[src/rtl/tetris_video_pkg.sv]
// Shared board geometry, colour-index type and RGB palette for the Tetris video path.
package tetris_video_pkg;

    localparam int BOARD_COLS  = 10;
    localparam int BOARD_ROWS  = 20;
    localparam int BOARD_CELLS = BOARD_COLS * BOARD_ROWS;
    localparam int COL_W       = 4;
    localparam int ROW_W       = 5;
    localparam int CELL_AW     = 8;

    typedef enum logic [2:0] {
        CLR_EMPTY  = 3'd0,
        CLR_CYAN   = 3'd1,
        CLR_YELLOW = 3'd2,
        CLR_PURPLE = 3'd3,
        CLR_GREEN  = 3'd4,
        CLR_RED    = 3'd5,
        CLR_BLUE   = 3'd6,
        CLR_ORANGE = 3'd7
    } color_idx_t;

    typedef struct packed {
        logic [7:0] r;
        logic [7:0] g;
        logic [7:0] b;
    } rgb_t;

    localparam rgb_t RGB_BLACK = 24'h000000;
    localparam rgb_t BG_RGB    = 24'h111111;
    localparam rgb_t GRID_RGB  = 24'h404040;

    localparam rgb_t PAL_CYAN   = 24'h00FFFF;
    localparam rgb_t PAL_YELLOW = 24'hFFFF00;
    localparam rgb_t PAL_PURPLE = 24'h8000FF;
    localparam rgb_t PAL_GREEN  = 24'h00FF00;
    localparam rgb_t PAL_RED    = 24'hFF0000;
    localparam rgb_t PAL_BLUE   = 24'h0000FF;
    localparam rgb_t PAL_ORANGE = 24'hFF8000;

    function automatic rgb_t palette_lookup(input color_idx_t c);
        rgb_t rgb;
        case (c)
            CLR_CYAN:   rgb = PAL_CYAN;
            CLR_YELLOW: rgb = PAL_YELLOW;
            CLR_PURPLE: rgb = PAL_PURPLE;
            CLR_GREEN:  rgb = PAL_GREEN;
            CLR_RED:    rgb = PAL_RED;
            CLR_BLUE:   rgb = PAL_BLUE;
            CLR_ORANGE: rgb = PAL_ORANGE;
            default:    rgb = RGB_BLACK;
        endcase
        return rgb;
    endfunction

endpackage

[src/rtl/tetris_board_ram.sv]
// 10x20 board of colour indices: synchronous write, registered read, asynchronous clear.
module tetris_board_ram
    import tetris_video_pkg::*;
(
    input  logic             clk,
    input  logic             rst_n,
    input  logic             wr_en,
    input  logic [COL_W-1:0] wr_col,
    input  logic [ROW_W-1:0] wr_row,
    input  color_idx_t       wr_color,
    input  logic [COL_W-1:0] rd_col,
    input  logic [ROW_W-1:0] rd_row,
    output color_idx_t       rd_color
);

    color_idx_t         cell_reg [BOARD_CELLS];
    color_idx_t         rd_color_reg;
    logic               wr_ok;
    logic               rd_ok;
    logic [CELL_AW-1:0] wr_idx;
    logic [CELL_AW-1:0] rd_idx;

    // Row-major linear index; out-of-range addresses are rejected before they can alias.
    assign wr_ok  = wr_en && (wr_col < COL_W'(BOARD_COLS)) && (wr_row < ROW_W'(BOARD_ROWS));
    assign rd_ok  = (rd_col < COL_W'(BOARD_COLS)) && (rd_row < ROW_W'(BOARD_ROWS));
    assign wr_idx = CELL_AW'(wr_row) * CELL_AW'(BOARD_COLS) + CELL_AW'(wr_col);
    assign rd_idx = CELL_AW'(rd_row) * CELL_AW'(BOARD_COLS) + CELL_AW'(rd_col);

    always_ff @(posedge clk or negedge rst_n) begin
        if (!rst_n) begin
            for (int i = 0; i < BOARD_CELLS; i++) begin
                cell_reg[i] <= CLR_EMPTY;
            end
        end else if (wr_ok) begin
            cell_reg[wr_idx] <= wr_color;
        end
    end

    // Read samples the pre-write contents, so a same-edge write shows up on the next read.
    always_ff @(posedge clk or negedge rst_n) begin
        if (!rst_n) begin
            rd_color_reg <= CLR_EMPTY;
        end else if (rd_ok) begin
            rd_color_reg <= cell_reg[rd_idx];
        end else begin
            rd_color_reg <= CLR_EMPTY;
        end
    end

    assign rd_color = rd_color_reg;

endmodule

[src/rtl/tetris_pixel_renderer.sv]
// Two-stage pixel renderer overlaying the Tetris board on the video stream.
// Define TETRIS_GRID_LINES_EN to draw grid lines on the first row/column of every cell.
module tetris_pixel_renderer
    import tetris_video_pkg::*;
#(
    parameter int ORIGIN_X   = 240,
    parameter int ORIGIN_Y   = 80,
    parameter int CELL_SHIFT = 4
) (
    input  logic       pixclk,
    input  logic       rst_n,
    input  logic       vde_in,
    input  logic [1:0] cd_in,
    input  logic [9:0] x_in,
    input  logic [9:0] y_in,
    input  logic       wr_en,
    input  logic [3:0] wr_col,
    input  logic [4:0] wr_row,
    input  logic [2:0] wr_color,
    output logic       vde_out,
    output logic [1:0] cd_out,
    output logic [7:0] r_out,
    output logic [7:0] g_out,
    output logic [7:0] b_out
);

    // One extra bit keeps the upper bound from wrapping for origins near the raster edge.
    localparam logic [10:0] X_LO = 11'(ORIGIN_X);
    localparam logic [10:0] X_HI = 11'(ORIGIN_X + (BOARD_COLS << CELL_SHIFT));
    localparam logic [10:0] Y_LO = 11'(ORIGIN_Y);
    localparam logic [10:0] Y_HI = 11'(ORIGIN_Y + (BOARD_ROWS << CELL_SHIFT));

    logic [10:0]      x_ext;
    logic [10:0]      y_ext;
    logic [10:0]      dx;
    logic [10:0]      dy;
    logic             in_board_next;
    logic [COL_W-1:0] col_next;
    logic [ROW_W-1:0] row_next;

    logic             vde1_reg;
    logic [1:0]       cd1_reg;
    logic             in_board1_reg;
    logic [COL_W-1:0] col1_reg;
    logic [ROW_W-1:0] row1_reg;

    logic             vde2_reg;
    logic [1:0]       cd2_reg;
    logic             in_board2_reg;

    color_idx_t       cell_color;
    rgb_t             pix_rgb;

    always_comb begin
        x_ext         = {1'b0, x_in};
        y_ext         = {1'b0, y_in};
        dx            = x_ext - X_LO;
        dy            = y_ext - Y_LO;
        in_board_next = (x_ext >= X_LO) && (x_ext < X_HI) &&
                        (y_ext >= Y_LO) && (y_ext < Y_HI);
        col_next      = '0;
        row_next      = '0;
        if (in_board_next) begin
            col_next = COL_W'(dx >> CELL_SHIFT);
            row_next = ROW_W'(dy >> CELL_SHIFT);
        end
    end

    always_ff @(posedge pixclk or negedge rst_n) begin
        if (!rst_n) begin
            vde1_reg      <= 1'b0;
            cd1_reg       <= 2'b00;
            in_board1_reg <= 1'b0;
            col1_reg      <= '0;
            row1_reg      <= '0;
            vde2_reg      <= 1'b0;
            cd2_reg       <= 2'b00;
            in_board2_reg <= 1'b0;
        end else begin
            vde1_reg      <= vde_in;
            cd1_reg       <= cd_in;
            in_board1_reg <= in_board_next;
            col1_reg      <= col_next;
            row1_reg      <= row_next;
            vde2_reg      <= vde1_reg;
            cd2_reg       <= cd1_reg;
            in_board2_reg <= in_board1_reg;
        end
    end

`ifdef TETRIS_GRID_LINES_EN
    logic grid_next;
    logic grid1_reg;
    logic grid2_reg;

    assign grid_next = (dx[CELL_SHIFT-1:0] == '0) || (dy[CELL_SHIFT-1:0] == '0);

    always_ff @(posedge pixclk or negedge rst_n) begin
        if (!rst_n) begin
            grid1_reg <= 1'b0;
            grid2_reg <= 1'b0;
        end else begin
            grid1_reg <= grid_next;
            grid2_reg <= grid1_reg;
        end
    end
`endif

    // The RAM read register is the stage-2 cell lookup, aligned with the *2_reg flags.
    tetris_board_ram u_board_ram (
        .clk      (pixclk),
        .rst_n    (rst_n),
        .wr_en    (wr_en),
        .wr_col   (wr_col),
        .wr_row   (wr_row),
        .wr_color (color_idx_t'(wr_color)),
        .rd_col   (col1_reg),
        .rd_row   (row1_reg),
        .rd_color (cell_color)
    );

    always_comb begin
        pix_rgb = RGB_BLACK;
        if (vde2_reg) begin
            if (!in_board2_reg) begin
                pix_rgb = BG_RGB;
            end else begin
                pix_rgb = palette_lookup(cell_color);
`ifdef TETRIS_GRID_LINES_EN
                if (grid2_reg) begin
                    pix_rgb = GRID_RGB;
                end
`endif
            end
        end
    end

    assign vde_out = vde2_reg;
    assign cd_out  = cd2_reg;
    assign r_out   = pix_rgb.r;
    assign g_out   = pix_rgb.g;
    assign b_out   = pix_rgb.b;

endmodule

[config.mk]
export PLATFORM = sky130hd
export DESIGN_NAME = tetris_pixel_renderer
export DESIGN_NICKNAME = d
export VERILOG_FILES = /design/src/rtl/tetris_video_pkg.sv /design/src/rtl/tetris_board_ram.sv /design/src/rtl/tetris_pixel_renderer.sv
export SDC_FILE = /design/constraint.sdc
export NUM_CORES = 1
export LEC_CHECK = 0
export BUFFER_PORTS_ARGS = -buffer_cell sky130_fd_sc_hd__buf_2
export CAP_MARGIN = 30
export CORE_UTILIZATION = 65
export DETAILED_ROUTE_END_ITERATION = 8
export PLACE_DENSITY = 0.82
export RECOVER_POWER = 50
export SKIP_CTS_REPAIR_TIMING = 1
export SYNTH_ARGS = -nofsm -noshare
export SYNTH_HDL_FRONTEND = slang
export SYNTH_SLANG_ARGS = --single-unit
[constraint.sdc]
create_clock -name pixclk -period 6.4 [get_ports pixclk]
set_clock_uncertainty 0.15 [all_clocks]
set_input_delay 0.32 -clock pixclk [delete_from_list [all_inputs] [get_ports pixclk]]
set_output_delay 0.32 -clock pixclk [all_outputs]
set_load 0.02 [all_outputs]
Word level (Yosys, flattened, before mapping) --
Cells that the tools add are included.
Operators by class: multiplexer cells 12, add/sub/neg operators 4, $mul 2, bitwise logic cells 2, equality and inequality tests 7, order comparisons 11, reduce and logical (&&, ||, !) cells 7
Operator list (number):
- $bwmux W600 | 1
- $pmux W24 S7 | 1
- $mux W24 | 2
- $bmux W3 S8 | 1
- $demux W3 S8 | 1
- $lt A10 B9 Y1 const B | 2
- $ge A9 B9 Y1 const B | 2
- $not A8 Y9 | 2
- $add A8 B4 Y8 | 2
- $mul A5 B3 Y7 const B | 2
- $eq A3 B3 Y1 const B | 4
- $mux W3 | 4
- $ge A10 B7 Y1 const B | 1
- $ge A10 B8 Y1 const B | 1
- $lt A5 B5 Y1 const B | 2
- $lt A9 B1 Y1 const B | 1
- $sub A9 B7 Y9 const B | 1
- $lt A4 B4 Y1 const B | 2
- $sub A8 B8 Y8 const B | 1
- $logic_and A1 B1 Y1 | 7
- $eq A3 B2 Y1 const B | 2
- $mux W5 | 1
- $mux W4 | 1
- $eq A3 B1 Y1 const B | 1
Word-level totals: register bits 620, logic and storage cells 254, input port bits 38, output and inout bits 27

Longest topological paths before layout --
Gate-level depths: netlist of run 1.
word-level depth 8, gate-level depth with buffers 12, mapped depth without buffers 10

By module --
From an unflattened synthesis of run 1, not the netlist that was laid out.
Unflattened totals: cell total of the unflattened synthesis 2134, area, all modules 30093.9 µm²
By module, submodules not included:
- tetris_board_ram | sequential area each 15089.5 µm², area an instance 29117.9 µm², cells an instance 2043, instances 1
- tetris_pixel_renderer | sequential area each 425.4 µm², area an instance 975.9 µm², cells an instance 91, instances 1

Worst setup path after synthesis of run 1 --
OpenSTA, ideal clock, no wires.
path kind input port to flip-flop, start input wr_row[1], end register u_board_ram.cell_reg[291] (netlist name), buffers on the path 2, stages 12, data arrival time 3.323 ns, required time 6.123 ns, path slack 2.800 ns, library setup time 0.127 ns, path through ha_1 ha_1 fa_1 xnor2_1 and4b_1 xnor3_1 or3_1 buf_4 nor3_4 buf_6 nand2_2 mux2_1
Between the ends: cells in the longest elaborated chain, start to end 8, elaborated cells between the ends (all ways) 11, classes of those cells 1 x add/sub; 1 x mul; 3 x order compare; 3 x mux; 1 x bitwise; 2 x reduce/logical
RTL lines:
- start: declaration | RTL line tetris_pixel_renderer.sv:18 | input logic [4:0] wr_row,
- $mul A5 B3 Y7 | RTL line tetris_board_ram.sv:26 | assign wr_idx = CELL_AW'(wr_row) * CELL_AW'(BOARD_COLS) + CELL_AW'(wr_col);
- $add A8 B4 Y8 | RTL line tetris_board_ram.sv:26
- $not A8 Y9 (not written as such) | RTL line tetris_board_ram.sv:35 | cell_reg[wr_idx] <= wr_color;
- $ge A9 B9 Y1 (not written as such) or $lt A9 B1 Y1 (tied branches) | RTL line tetris_board_ram.sv:35
- $logic_and A1 B1 Y1 (not written as such) | RTL line tetris_board_ram.sv:35
- $mux W3 (not written as such) | RTL line tetris_board_ram.sv:35
- $demux W3 S8 | RTL line tetris_board_ram.sv:35
- $bwmux W600 | RTL line tetris_board_ram.sv:35
- end signal: indexed assignment | RTL line tetris_board_ram.sv:35
- end: declaration | RTL line tetris_board_ram.sv:16 | color_idx_t cell_reg [BOARD_CELLS];
Parallel ways exist; a longest one is shown, timed or not. A chain may end at the register's enable or synchronous reset.

Worst setup path after layout of run 1 --
start register row1_reg[1], end register u_board_ram.rd_color_reg[1], in the netlist u_board_ram.rd_color[1]
Between the ends: cells in the longest elaborated chain, start to end 7, elaborated cells between the ends (all ways) 9, classes of those cells 1 x add/sub; 1 x mul; 1 x order compare; 4 x mux; 1 x bitwise; 1 x reduce/logical
RTL lines:
- start: declaration | RTL line tetris_pixel_renderer.sv:45 | logic [ROW_W-1:0] row1_reg;
- start signal: assignment | RTL line tetris_pixel_renderer.sv:84 | row1_reg <= row_next;
- $mul A5 B3 Y7 | RTL line tetris_board_ram.sv:27 | assign rd_idx = CELL_AW'(rd_row) * CELL_AW'(BOARD_COLS) + CELL_AW'(rd_col);
- $add A8 B4 Y8 | RTL line tetris_board_ram.sv:27
- $not A8 Y9 (not written as such) | RTL line tetris_board_ram.sv:44 | rd_color_reg <= cell_reg[rd_idx];
- $bmux W3 S8 | RTL line tetris_board_ram.sv:44
- $mux W3 (not written as such) (2 in a row) | RTL line tetris_board_ram.sv:44
- $mux W3 * | RTL line tetris_board_ram.sv:43 | end else if (rd_ok) begin
- end signal: assignment | RTL line tetris_board_ram.sv:44
- end: declaration | RTL line tetris_board_ram.sv:17 | color_idx_t rd_color_reg;
Every way passes the cells marked *; elsewhere a longest branch is shown, timed or not. The select of a mux whose other input is x is not followed.

==> results.md, run 1 <==
- Status: finished, violations left
- Failing checks: negative hold slack, max-capacitance violations, max-slew violations
- Post-route minimum period: 4.69 ns
- Grt total ovfl: 0
- Req. time, crit path: 6.77 ns
- Number of flops mapped to enable cells by yosys: 0
- Top delay family on crit path: compound AO/OA/AOI/OAI gates
- Synth cell count leaders: dfrtp_1, mux2_2, nand2_1, mux4_2, nor2_1
- Worst Tran Pin Value: 2.98 ns
- Worst-skew pair later-pin latency: 0.59 ns
- ANT nets after route: 0
- Sequential cell area: 15500 um^2
- Synthesized Nets: ~2200
- Die ar.: 46900 um^2
- Maximum vdd drop: 0.238 mV
- Area leader, netlist: dfrtp_1
- CP Max Fanout: 9
- RSZ-0062 raised after global routing: false
- Yosys top cell area share: 0.519
- Die Ht: 217 um
- H-Tree Depth: 3
- Core box area: between 40000 and 50000 um^2
- Seq/Total Area, Yosys: 0.519
- DRT Wirelength: roughly 75000 um
- Total Power: 9160 uW
- Fin nets: about 2200
- Final Max Tran Viols: 137
- Setup Crit Path Kind: register to register
- Final setup violation count: 0
- Via count: 18800
- Max Cap Violations: 2
- Gr usage total: 0.332
- CP max stage cell: a311oi_1
- Routability Congestion: ~0.93
- Post-route setup slack: around 1.7 ns
- Layout Area Growth over Synthesis: 10.6%
- Critical path arrival: 5.06 ns
- Seq cells post-synth: 620
- TritonCTS clock tree: built
- N_diodes: 0
- Multi-input gate area: 13600 um^2
- Fraction of registers with async set or reset after synthesis: 1.00
- Fill count: 2779
- Met2 Wirelength: ~36000 um
- Layout cells sized above 1: 0.443
- Worst Hold Slack: -0.0251 ns
- Final period utilization: 0.733
- Crit. End Element: register
- Longest Clk Path Bufs: 3
- Drt wl/cell: 26.7 um
- LEAKAGE: 0.0157 uW
- Setup_tns: 0 ns
- Mapped Area: 29900 um^2
- Drt via density: 6.71
- Starting density of the core: 0.659
- Number of global-route vias before repair: 19900
- Clk sinks: between 600 and 700
- HPWL after DPL: 46900 um
- IO Port Bufs: 60
- Post-placement worst setup slack: 1.76 ns
- CP Buf/Inv Count: 0
- Largest net degree at the start of global routing: 170
- Die W: 217 um
- Cell with the most instances after synthesis: dfrtp_1
- Synth Warn #: 0
- Met3 wire length: 6240 um
- IO Pins: 65
- Site row count: 78
- Max reg flops: 600
- Min-Delay Path Class: primary input to register
- Crit path cell chain: ha_1 -> ha_1 -> fa_1 -> nor2b_1 -> a31oi_1 -> nand2_1 -> a311oi_1 -> nor3_1 -> a311oi_1 -> o31a_1
- Largest cells by area after synthesis: dfrtp_1, mux2_2, mux4_2
- Clock root buffer: clkbuf_16
- Initial antenna violation count: 1
- Global-route wire length before repair: roughly 120000 um
- Max Fclk: 0.213 GHz
- Residual DRC count: 0
- Main flop type after synthesis: dfrtp_1
- Clock transition at path regs: 0.06 ns
- Crit path largest cell delay: 0.84 ns
- TritonRoute pass-1 iters: 5
- Top Metal Used: met5
- Slew headroom: -0.989
- Hold Vio Cnt, Final: 1
- Synth cell types: 61
- Syn Inst Count: 2131
- Post-Syn Area per Cell: 14.0 um^2
- Worst Setup Start Kind: register
- Cell Pwr Density: 277 nW/um^2
- Drt initial violations: 1677
- Met1 Wirelength: 29700 um
- CTS Buf Count: 66
cell families after synthesis:
group,synth area share
buffers and inverters,0.0270
flip-flops,0.519
AND/OR/NAND/NOR,0.0588
XOR/XNOR,0.00766
AO/OA/AOI/OAI,0.0212
multiplexers,0.355
adder cells (fa/ha/maj),0.0119
final timing paths:
kind,cells after the start,endpoint,slack [ns],startpoint
max,10,u_board_ram.rd_color[1],1.71,row1_reg[1]
min,4,row1_reg[1],-0.03,y_in[5]
max reg2reg,10,u_board_ram.rd_color[1],1.71,row1_reg[1]
min reg2reg,0,cd_out[0],0.20,cd1_reg[0]
max in group asynchronous,3,u_board_ram.cell_reg[497],2.48,rst_n
min in group asynchronous,2,u_board_ram.cell_reg[353],0.20,rst_n
metrics by stage:
| stage | util | cells | cell area, um^2 |
|---|---|---|---|
| 2_1_floorplan | - | 2131 | 29900 |
| 6_report | 0.729 | 2800 | 33100 |
| 3_5_place_dp | 0.678 | 2672 | 30800 |
| 5_1_grt | 0.729 | 2800 | 33100 |
| 3_3_place_gp | 0.675 | 2666 | 30600 |
| 4_1_cts | 0.726 | 2788 | 33000 |
per-layer routing:
layer	vias up	track usage
met2	874	0.520
li1	7789	-
met3	207	0.0720
met5	-	0
met4	2	0.149
met1	9917	0.450
final cells by class:
| type | instances | share of cell area |
|---|---|---|
| flip-flops and latches | 620 | 0.469 |
| multi-input cells | 1329 | 0.413 |
| clock buffers | 91 | 0.0584 |
| repair buffers | 115 | 0.0269 |
| well taps | 600 | 0.0227 |
| clock inverters | 25 | 0.00802 |
| inverters | 20 | 0.00227 |
power breakdown:
part	switching [uW]	leakage [uW]	total, uW	internal, uW
clock network	1550	0.00109	3870	2310
logic	556	0.00604	967	412
registers	144	0.00860	4330	4180
total	2250	0.0157	9160	6910
layout by cell type (no fill, tap or decap), drive strengths merged, types with 21 or more instances in the layout:
| master | n |
|---|---|
| dfrtp | 620 |
| mux2 | 601 |
| nand2 | 211 |
| mux4 | 155 |
| nor2 | 103 |
| clkbuf | 98 |
| buf | 97 |
| mux2i | 35 |
| nand3 | 24 |
| ha | 22 |
| inv | 21 |
tightest hold or removal path, cell delays in order:
cell and delay (ns):
buf_2 0.11, inv_1 0.07, ha_1 0.13, nor2_1 0.05
No activity file was read; power rests on OpenSTA's default activity.
==> inputs of run 2 (changes only) <==
CORE_UTILIZATION = 63   (was 65)
PLACE_DENSITY = 0.8   (was 0.82)
clock period = 4.53 ns   (was 6.4 ns; I/O delays follow)
==> results.md, run 2 (same netlist as run 1, synthesis figures left out) <==
- Gr usage total: 0.328
- Critical path arrival: about 4.5 ns
- Sequential cell area: 15500 um^2
- ANT nets after route: 0
- Global-route wire length before repair: 118000 um
- Hold path depth: 5
- Via count: approximately 19000
- RR Endpoint: u_board_ram.rd_color[1]
- FF-to-FF setup slack: 0.38 ns
- Slew headroom: -0.465
- Max reg flops: 600
- Longest Clk Path Bufs: 3
- Max Fclk: approximately 0.24 GHz
- Layout cells sized above 1: 0.445
- Worst Hold Launch: x_in[8]
- Post-route minimum period: 4.15 ns
- Grt total ovfl: 0
- Fin nets: 2249
- Setup Crit Path Kind: register to register
- Clk sinks: between 600 and 700
- Final setup violation count: 0
- TritonRoute pass-1 iters: 7
- Final period utilization: 0.916
- DP Area: 31000 um^2
- Initial antenna violation count: 2
- CTS Buf Count: 66
- Hold Vio Cnt, Final: 0
- Clock root buffer: clkbuf_16
- Fin area: 33400 um^2
- Most common cell after layout, fill and taps aside: dfrtp_1
- Largest net degree at the start of global routing: approximately 140
- Fill count: 2925
- IO Pins: 65
- DRT Wirelength: 76400 um
- Placed Cells: between 2000 and 3000
- Min-Delay Path Class: primary input to register
- LEAKAGE: about 0.016 uW
- HPWL after DPL: 48300 um
- Routability Congestion: 0.956
- Die ar.: 48300 um^2
- Worst Hold Slack: 0.0769 ns
- H-Tree Depth: 3
- Cell Pwr Density: 394 nW/um^2
- Multi-input gate area: 13600 um^2
- N_diodes: 0
- Worst Tran Pin Value: 2.20 ns
- Die Ht: 220 um
- Drt wl/cell: 26.9 um
- Drt via density: 6.67
- Most frequent cells in the layout: dfrtp_1, mux2_2, nand2_1
- IO Port Bufs: 60
- Site row count: 79
- Maximum vdd drop: 0.251 mV
- Req. time, crit path: 4.84 ns
- Number of global-route vias before repair: 19900
- Total Power: 13200 uW
- R2R depth: 12
- TritonCTS clock tree: built
- Max Cap Violations: 1
- Core box area: 46700 um^2
- Reg-to-reg startpoint: row1_reg[1]
- Residual DRC count: 26
- CP Max Fanout: 10
- RSZ-0062 raised after global routing: false
- Min-Delay Endpoint: col1_reg[0]
- Setup_tns: 0 ns
- Clock transition at path regs: 0.05 ns
- Worst-skew pair later-pin latency: 0.60 ns
- Status: finished, violations left
- Crit. Startpoint: row1_reg[1]
- Crit. End Element: register
- Worst Setup Start Kind: register
- Failing checks: design-rule violations, max-capacitance violations, max-slew violations
- Final Max Tran Viols: 79
- Die W: between 200 and 250 um
- Post-Layout Cell Count: between 2000 and 3000
- Layout Area Growth over Synthesis: 11.8%
- Starting density of the core: 0.641
- Drt initial violations: 1812
-- run 2: changes by cell type in the layout (fill, tap and decap cells not counted), sizes merged --
cell and change:
bufinv +3, clkbuf +6, buf +23, clkinvlp -3, inv +1, dlygate4sd3 +9
clkinv -6
-- run 2: worst max-delay path by stage --
| stage | slack, ns | to | cells past startpoint |
|---|---|---|---|
| floorplan | 1.02 | u_board_ram.cell_reg[291] | 12 |
| global placement | 0.47 | u_board_ram.cell_reg[358] | 11 |
| detailed placement | 0.37 | u_board_ram.cell_reg[320] | 11 |
| CTS | 0.46 | u_board_ram.rd_color[1] | 12 |
| global route | 0.37 | u_board_ram.rd_color[1] | 12 |
| finish | 0.38 | u_board_ram.rd_color[1] | 12 |
-- run 2: report_power, final --
group	leakage (uW)	switching, uW	total [uW]	internal (uW)
registers	0.00860	206	6110	5910
logic	0.00620	816	1430	617
clock network	0.00112	2190	5630	3440
total	0.0159	3220	13200	9960
-- run 2: area by class of cell --
class,count,share of cell area
Clock buffer,96,0.0583
Tap cell,607,0.0227
Multi-Input combinational cell,1329,0.408
Timing Repair Buffer,148,0.0353
Inverter,20,0.00225
Clock inverter,20,0.00921
Sequential cell,620,0.464
-- run 2: worst max-delay path: stages, from the launching register on --
cell      delay (ns)
dfrtp_1         0.42
ha_1            0.31
ha_1            0.23
fa_1            0.51
nor2b_1         0.17
a31oi_1         0.27
and2_1          0.61
buf_4           0.31
nor2_1          0.06
o21ai_0         0.26
a311oi_1        0.15
buf_4           0.21
o31a_1          0.35
-- run 2: per-stage QoR --
step,utilization,setup WS [ns]
CTS,0.713,0.458
global route,0.717,0.366
floorplan,-,1.02
detailed placement,0.664,0.374
finish,0.717,0.379
global placement,0.663,0.470
-- run 2: layer usage --
metal / part of all wire / track usage / up-vias
li1: - / - / 7854
met2: 0.47 / 0.509 / 794
met5: 0.00029 / 0 / -
met4: 0.046 / 0.146 / 4
met1: 0.41 / 0.450 / 10000
met3: 0.075 / 0.0703 / 246
